==> src/rtl/aes128_iter_ctrl.sv <==
// Purpose: job sequencer that walks a one-round-per-cycle AES-128 datapath through a single encrypt or decrypt.
// Latency: out_valid rises 12 cycles after the accept edge for encrypt and 22 for decrypt (10 key pre-expansion steps first).
// Backpressure: in_ready only in IDLE. The result is held in DONE until out_ready, and no job is accepted in that release cycle.
// Ports:
//   clk, rst                      clock, async active-high reset
//   in_valid/in_ready             job handshake; in_mode (1=decrypt), in_key, in_data sampled at the handshake
//   out_valid/out_ready           result handshake; out_data mirrors dp_state while out_valid
//   dp_key, dp_din, dp_inv        registered job key, data and mode for the datapath
//   dp_key_load                   handshake-cycle key load strobe
//   dp_kexp_en/dp_load/dp_round_en  one-hot datapath strobes
//   dp_round_idx, dp_final        current round (1..NR, 0 when idle) and last-round flag
//   dp_state                      datapath state register
module aes128_iter_ctrl #(
  parameter int NR = 10
) (
  input  logic         clk,
  input  logic         rst,
  input  logic         in_valid,
  output logic         in_ready,
  input  logic         in_mode,
  input  logic [128:1] in_key,
  input  logic [128:1] in_data,
  output logic         out_valid,
  input  logic         out_ready,
  output logic [128:1] out_data,
  output logic [128:1] dp_key,
  output logic [128:1] dp_din,
  output logic         dp_key_load,
  output logic         dp_kexp_en,
  output logic         dp_load,
  output logic         dp_round_en,
  output logic [4:1]   dp_round_idx,
  output logic         dp_final,
  output logic         dp_inv,
  input  logic [128:1] dp_state
);

  typedef enum logic [2:0] {
    S_IDLE  = 3'd0,
    S_KEXP  = 3'd1,
    S_LOAD  = 3'd2,
    S_ROUND = 3'd3,
    S_DONE  = 3'd4
  } state_t;

  localparam logic [4:1] LP_LAST = 4'(NR);

  state_t       r_state;
  logic [4:1]   r_rnd;
  logic         r_in_ready;
  logic         r_out_valid;
  logic         r_kexp_en;
  logic         r_load;
  logic         r_round_en;
  logic         r_final;
  logic         r_inv;
  logic [4:1]   r_idx;
  logic [128:1] r_key;
  logic [128:1] r_din;
  logic [4:1]   w_rnd_nxt;

  assign w_rnd_nxt = r_rnd + 4'd1;

  // Strobe and index registers are loaded with the values that belong to the
  // state being entered, so each output is aligned with r_state.
  always_ff @(posedge clk or posedge rst) begin
    if (rst) begin
      r_state     <= S_IDLE;
      r_rnd       <= 4'd0;
      r_in_ready  <= 1'b1;
      r_out_valid <= 1'b0;
      r_kexp_en   <= 1'b0;
      r_load      <= 1'b0;
      r_round_en  <= 1'b0;
      r_final     <= 1'b0;
      r_inv       <= 1'b0;
      r_idx       <= 4'd0;
      r_key       <= '0;
      r_din       <= '0;
    end else begin
      r_kexp_en  <= 1'b0;
      r_load     <= 1'b0;
      r_round_en <= 1'b0;
      r_final    <= 1'b0;
      r_idx      <= 4'd0;
      case (r_state)
        S_IDLE: begin
          if (in_valid) begin
            r_key      <= in_key;
            r_din      <= in_data;
            r_inv      <= in_mode;
            r_rnd      <= 4'd1;
            r_in_ready <= 1'b0;
            // Decrypt walks the schedule forward to the last round key first.
            if (in_mode) begin
              r_state   <= S_KEXP;
              r_kexp_en <= 1'b1;
              r_idx     <= 4'd1;
            end else begin
              r_state <= S_LOAD;
              r_load  <= 1'b1;
            end
          end
        end
        S_KEXP: begin
          if (r_rnd >= LP_LAST) begin
            r_state <= S_LOAD;
            r_rnd   <= 4'd1;
            r_load  <= 1'b1;
          end else begin
            r_rnd     <= w_rnd_nxt;
            r_kexp_en <= 1'b1;
            r_idx     <= w_rnd_nxt;
          end
        end
        S_LOAD: begin
          r_state    <= S_ROUND;
          r_round_en <= 1'b1;
          r_idx      <= r_rnd;
          r_final    <= (r_rnd >= LP_LAST);
        end
        S_ROUND: begin
          if (r_rnd >= LP_LAST) begin
            r_state     <= S_DONE;
            r_out_valid <= 1'b1;
          end else begin
            r_rnd      <= w_rnd_nxt;
            r_round_en <= 1'b1;
            r_idx      <= w_rnd_nxt;
            r_final    <= (w_rnd_nxt >= LP_LAST);
          end
        end
        S_DONE: begin
          // No strobes here, so dp_state (and out_data) stays put.
          if (out_ready) begin
            r_state     <= S_IDLE;
            r_out_valid <= 1'b0;
            r_in_ready  <= 1'b1;
          end
        end
        default: begin
          r_state     <= S_IDLE;
          r_rnd       <= 4'd0;
          r_out_valid <= 1'b0;
          r_in_ready  <= 1'b1;
        end
      endcase
    end
  end

  assign in_ready     = r_in_ready;
  assign out_valid    = r_out_valid;
  assign out_data     = r_out_valid ? dp_state : '0;
  assign dp_key       = r_key;
  assign dp_din       = r_din;
  // Asserted during the accept cycle so the key register loads on the same edge as dp_key.
  assign dp_key_load  = r_in_ready & in_valid;
  assign dp_kexp_en   = r_kexp_en;
  assign dp_load      = r_load;
  assign dp_round_en  = r_round_en;
  assign dp_round_idx = r_idx;
  assign dp_final     = r_final;
  assign dp_inv       = r_inv;

endmodule

==> config.mk <==
export PLATFORM = sky130hd
export DESIGN_NAME = aes128_iter_ctrl
export DESIGN_NICKNAME = d
export VERILOG_FILES = /design/src/rtl/aes128_iter_ctrl.sv
export SDC_FILE = /design/constraint.sdc
export NUM_CORES = 1
export LEC_CHECK = 0
export BUFFER_PORTS_ARGS = -buffer_cell sky130_fd_sc_hd__buf_2
export CAP_MARGIN = 5
export CORE_AREA = 2 2 308 310
export DETAILED_ROUTE_END_ITERATION = 8
export DIE_AREA = 0 0 310 312
export PLACE_DENSITY = 0.3
export SYNTH_ARGS = -nofsm -noshare
export SYNTH_HDL_FRONTEND = slang
export SYNTH_SLANG_ARGS = --single-unit
==> constraint.sdc <==
create_clock -name clk -period 10.75 [get_ports clk]
set_input_delay 1.075 -clock clk [delete_from_list [all_inputs] [get_ports clk]]
set_output_delay 1.075 -clock clk [all_outputs]
set_load 0.03 [all_outputs]
==> reports/qor.csv <==
stage,metric,value,unit
placed_design,DP HPWL,47700,um
power,Pwr Density,343,nW/um^2
timing,Worst Skew,0.0290,ns
logic_synthesis,Async SR Flop Fraction,1.00,
cts,"Clk pin slew, worst setup/hold paths",0.05,ns
die,initial core utilization,0.121,
timing,FMAX,267,MHz
die,num ports,785,
finish,Final Instance Area,17700,um^2
power,Peak VDD IR,0.126,mV
cts,Post-CTS Setup Bufs,0,
route,residual DRC count,0,
route,DRT Pass-1 Iters,4,
cts,CTS Sinks,274,
power,Design Power,6.08,mW
timing,Setup TNS,0,ns
logic_synthesis,Post-Syn Instances,781,
cts,# hold bufs at CTS,0,
global_route,M2 GR Usage,0.233,
route,DR WL/cell,20.8,um
critical_path,WS Path Type,flop to primary output,
logic_synthesis,Synth area leaders,"dfrtp_1, mux2_1, and2_1",
logic_synthesis,Synthesis Warnings,0,
critical_path,CP startpoint kind,flop,
power,leakage,8.71,nW
route,Via density,3.33,
global_route,met1 Resource Use GR,0.0971,
cts,H-tree levels,2,
global_route,met3 Resource Use GR,0.0397,
finish,# fillers,10400,
logic_synthesis,synthesized cell area,11300,um^2
timing,Max Slew Vio Count,0,
timing,hold_ws,0.474,ns
die,core footprint,93000,um^2
flow_run,Max-cap violations,0,
cts,cts bufs inserted,37,
timing,Final Hold Vio Count,0,
finish,final core occ,0.191,
global_route,busiest layer in global routing,met2,
timing,worst rel slew slack,0.250,
die,die area,96700,um^2
critical_path,worst-path fanout max,100,
global_route,largest net degree at the start of global routing,150,
timing,Worst Max-Slew Pin Slew,1.11,ns
logic_synthesis,number of distinct library cells after synthesis,38,
placed_design,placed inst area,16600,um^2
cts,clk_lat worst skew,0.56,ns
cts,CTS tree,done,
global_route,Tot GR Track Use,0.117,
timing,Tmin final,3.74,ns
finish,fin cells,2856,
route,via count,9518,
critical_path,Critical Path RT,9.68,ns
global_route,first-pass GRT wire length,79500,um
route,DR iter-0 viols,304,
timing,unrepaired setup endpoints after global routing,false,
critical_path,Critical Path End Type,primary output,
placed_design,I/O Buffers,784,
cts,post-CTS sizing,0,
finish,Area Growth Syn to Fin,57.3,%
logic_synthesis,post-synth top area cell,dfrtp_1,
global_route,vias in the first global route,10200,
placed_design,Final GP Congestion,0.834,
worst_hold_path,Hold Crit Class,flop to flop,
logic_synthesis,Post-Syn Nets,1173,
global_route,antenna violations before repair,32,
finish,Final nets,1957,
logic_synthesis,syn avg cell area,14.4,um^2
logic_synthesis,Post-synth EDFFs,0,
die,Die H,312,um
die,chip width,310,um
cts,clock buffer depth,3,
critical_path,Worst EP arrival,2.66,ns
route,post-route antenna net violation count,0,
route,routed wire length,59400,um
logic_synthesis,"FF+latch count, synth",274,
timing,Tcrit/Tclk final,0.348,
cts,Root Buffer Master,clkbuf_16,
placed_design,dpl cells,2780,
run_status,status,"finished, final reports clean",
logic_synthesis,share of the yosys chip area belonging to registers,0.608,
placed_design,DP Worst Slack,7.19,ns
logic_synthesis,ys flop type,dfrtp_1,
logic_synthesis,top-area cell type share of the netlist area,0.606,
die,# rows,112,
global_route,total grt overflow,0,
timing,fin worst setup slack,7.01,ns
timing,final setup vio count,0,
finish,share of cells above drive strength 1,0.563,
-- critical path, cell delays in order (launching register included) --
cell     delay [ns]
dfrtp_4        0.59
buf_4          0.65
and2_1         0.55
buf_2          0.29
-- metal layers --
metal,wire [um],part of all wire
met1,17300,0.29
met2,33400,0.56
met3,5530,0.093
met4,3040,0.051
met5,155,0.0026
-- flip-flops by register name, summed over array words and instances (netlist names), 3 cells and up --
| register | count |
|---|---|
| dp_round_idx | 4 |
| dp_din | 128 |
| r_state | 3 |
| r_rnd | 4 |
| dp_key | 128 |
-- report_power, final --
group | internal, mW | total [mW] | switching [mW]
combinational | 0.920 | 3.06 | 2.14
clock | 0.685 | 1.18 | 0.497
sequential | 1.56 | 1.84 | 0.281
-- path summary, 6_finish.rpt --
| path | from | endpoint | slack (ns) | depth (start not counted) |
|---|---|---|---|---|
| max | out_valid | out_data[85] | 7.01 | 3 |
| min in group asynchronous | rst | dp_key[15] | 0.63 | 2 |
| min reg2reg | dp_din[54] | dp_din[54] | 0.47 | 1 |
| max in group asynchronous | rst | dp_key[83] | 8.00 | 4 |
| min | dp_din[54] | dp_din[54] | 0.47 | 1 |
| max reg2reg | r_state[2] | dp_key[44] | 7.89 | 5 |
-- area by class of cell --
cell class,count,area (um^2),area share
well taps,1254,1570,0.0884
multi-input cells,455,4130,0.233
inverters,5,26.3,0.00148
flip-flops and latches,274,6860,0.387
repair buffers,792,4000,0.225
clock inverters,11,109,0.00614
clock buffers,53,1020,0.0573
diodes,12,30.0,0.00169
-- cell usage in the layout, fill, tap and decap left out, types with 3 or more instances in the layout --
master     synthesis  routed
a21o_1             5       5
a21oi_1            5       5
and2_1           129     129
buf_2              4     784
buf_4             24       7
clkbuf_1          19      14
clkbuf_16          0      38
clkinv_2           0       7
dfrtp_1          273     272
diode_2            0      12
ha_1               3       3
inv_1              5       4
mux2_1           207     207
mux2_2            49      49
nand2_1           12      12
nand2b_1           3       3
nand3b_1           3       3
nor2_1             7       7
nor2b_1            3       3
o21ai_0            7       7
-- cells in the mapped netlist, types with 2 or more instances --
| cell | count |
|---|---|
| a21o_1 | 5 |
| a21oi_1 | 5 |
| and2_1 | 129 |
| buf_2 | 4 |
| buf_4 | 24 |
| clkbuf_1 | 19 |
| dfrtp_1 | 273 |
| ha_1 | 3 |
| inv_1 | 5 |
| mux2_1 | 207 |
| mux2_2 | 49 |
| nand2_1 | 12 |
| nand2b_1 | 3 |
| nand3_1 | 2 |
| nand3b_1 | 3 |
| nor2_1 | 7 |
| nor2b_1 | 3 |
| o21ai_0 | 7 |
| or3_1 | 2 |
-- kinds of logic after synthesis --
family / Yosys count / synth area share
and+or+nand+nor: 165 / 0.0885
adders and majority gates: 3 / 0.00333
DFF: 274 / 0.608
muxes: 257 / 0.256
AOI/OAI and AO/OA: 29 / 0.0171
buffers and inverters: 52 / 0.0257
xor gates and xnor gates: 1 / 0.000777
No activity file was read; power rests on OpenSTA's default activity.
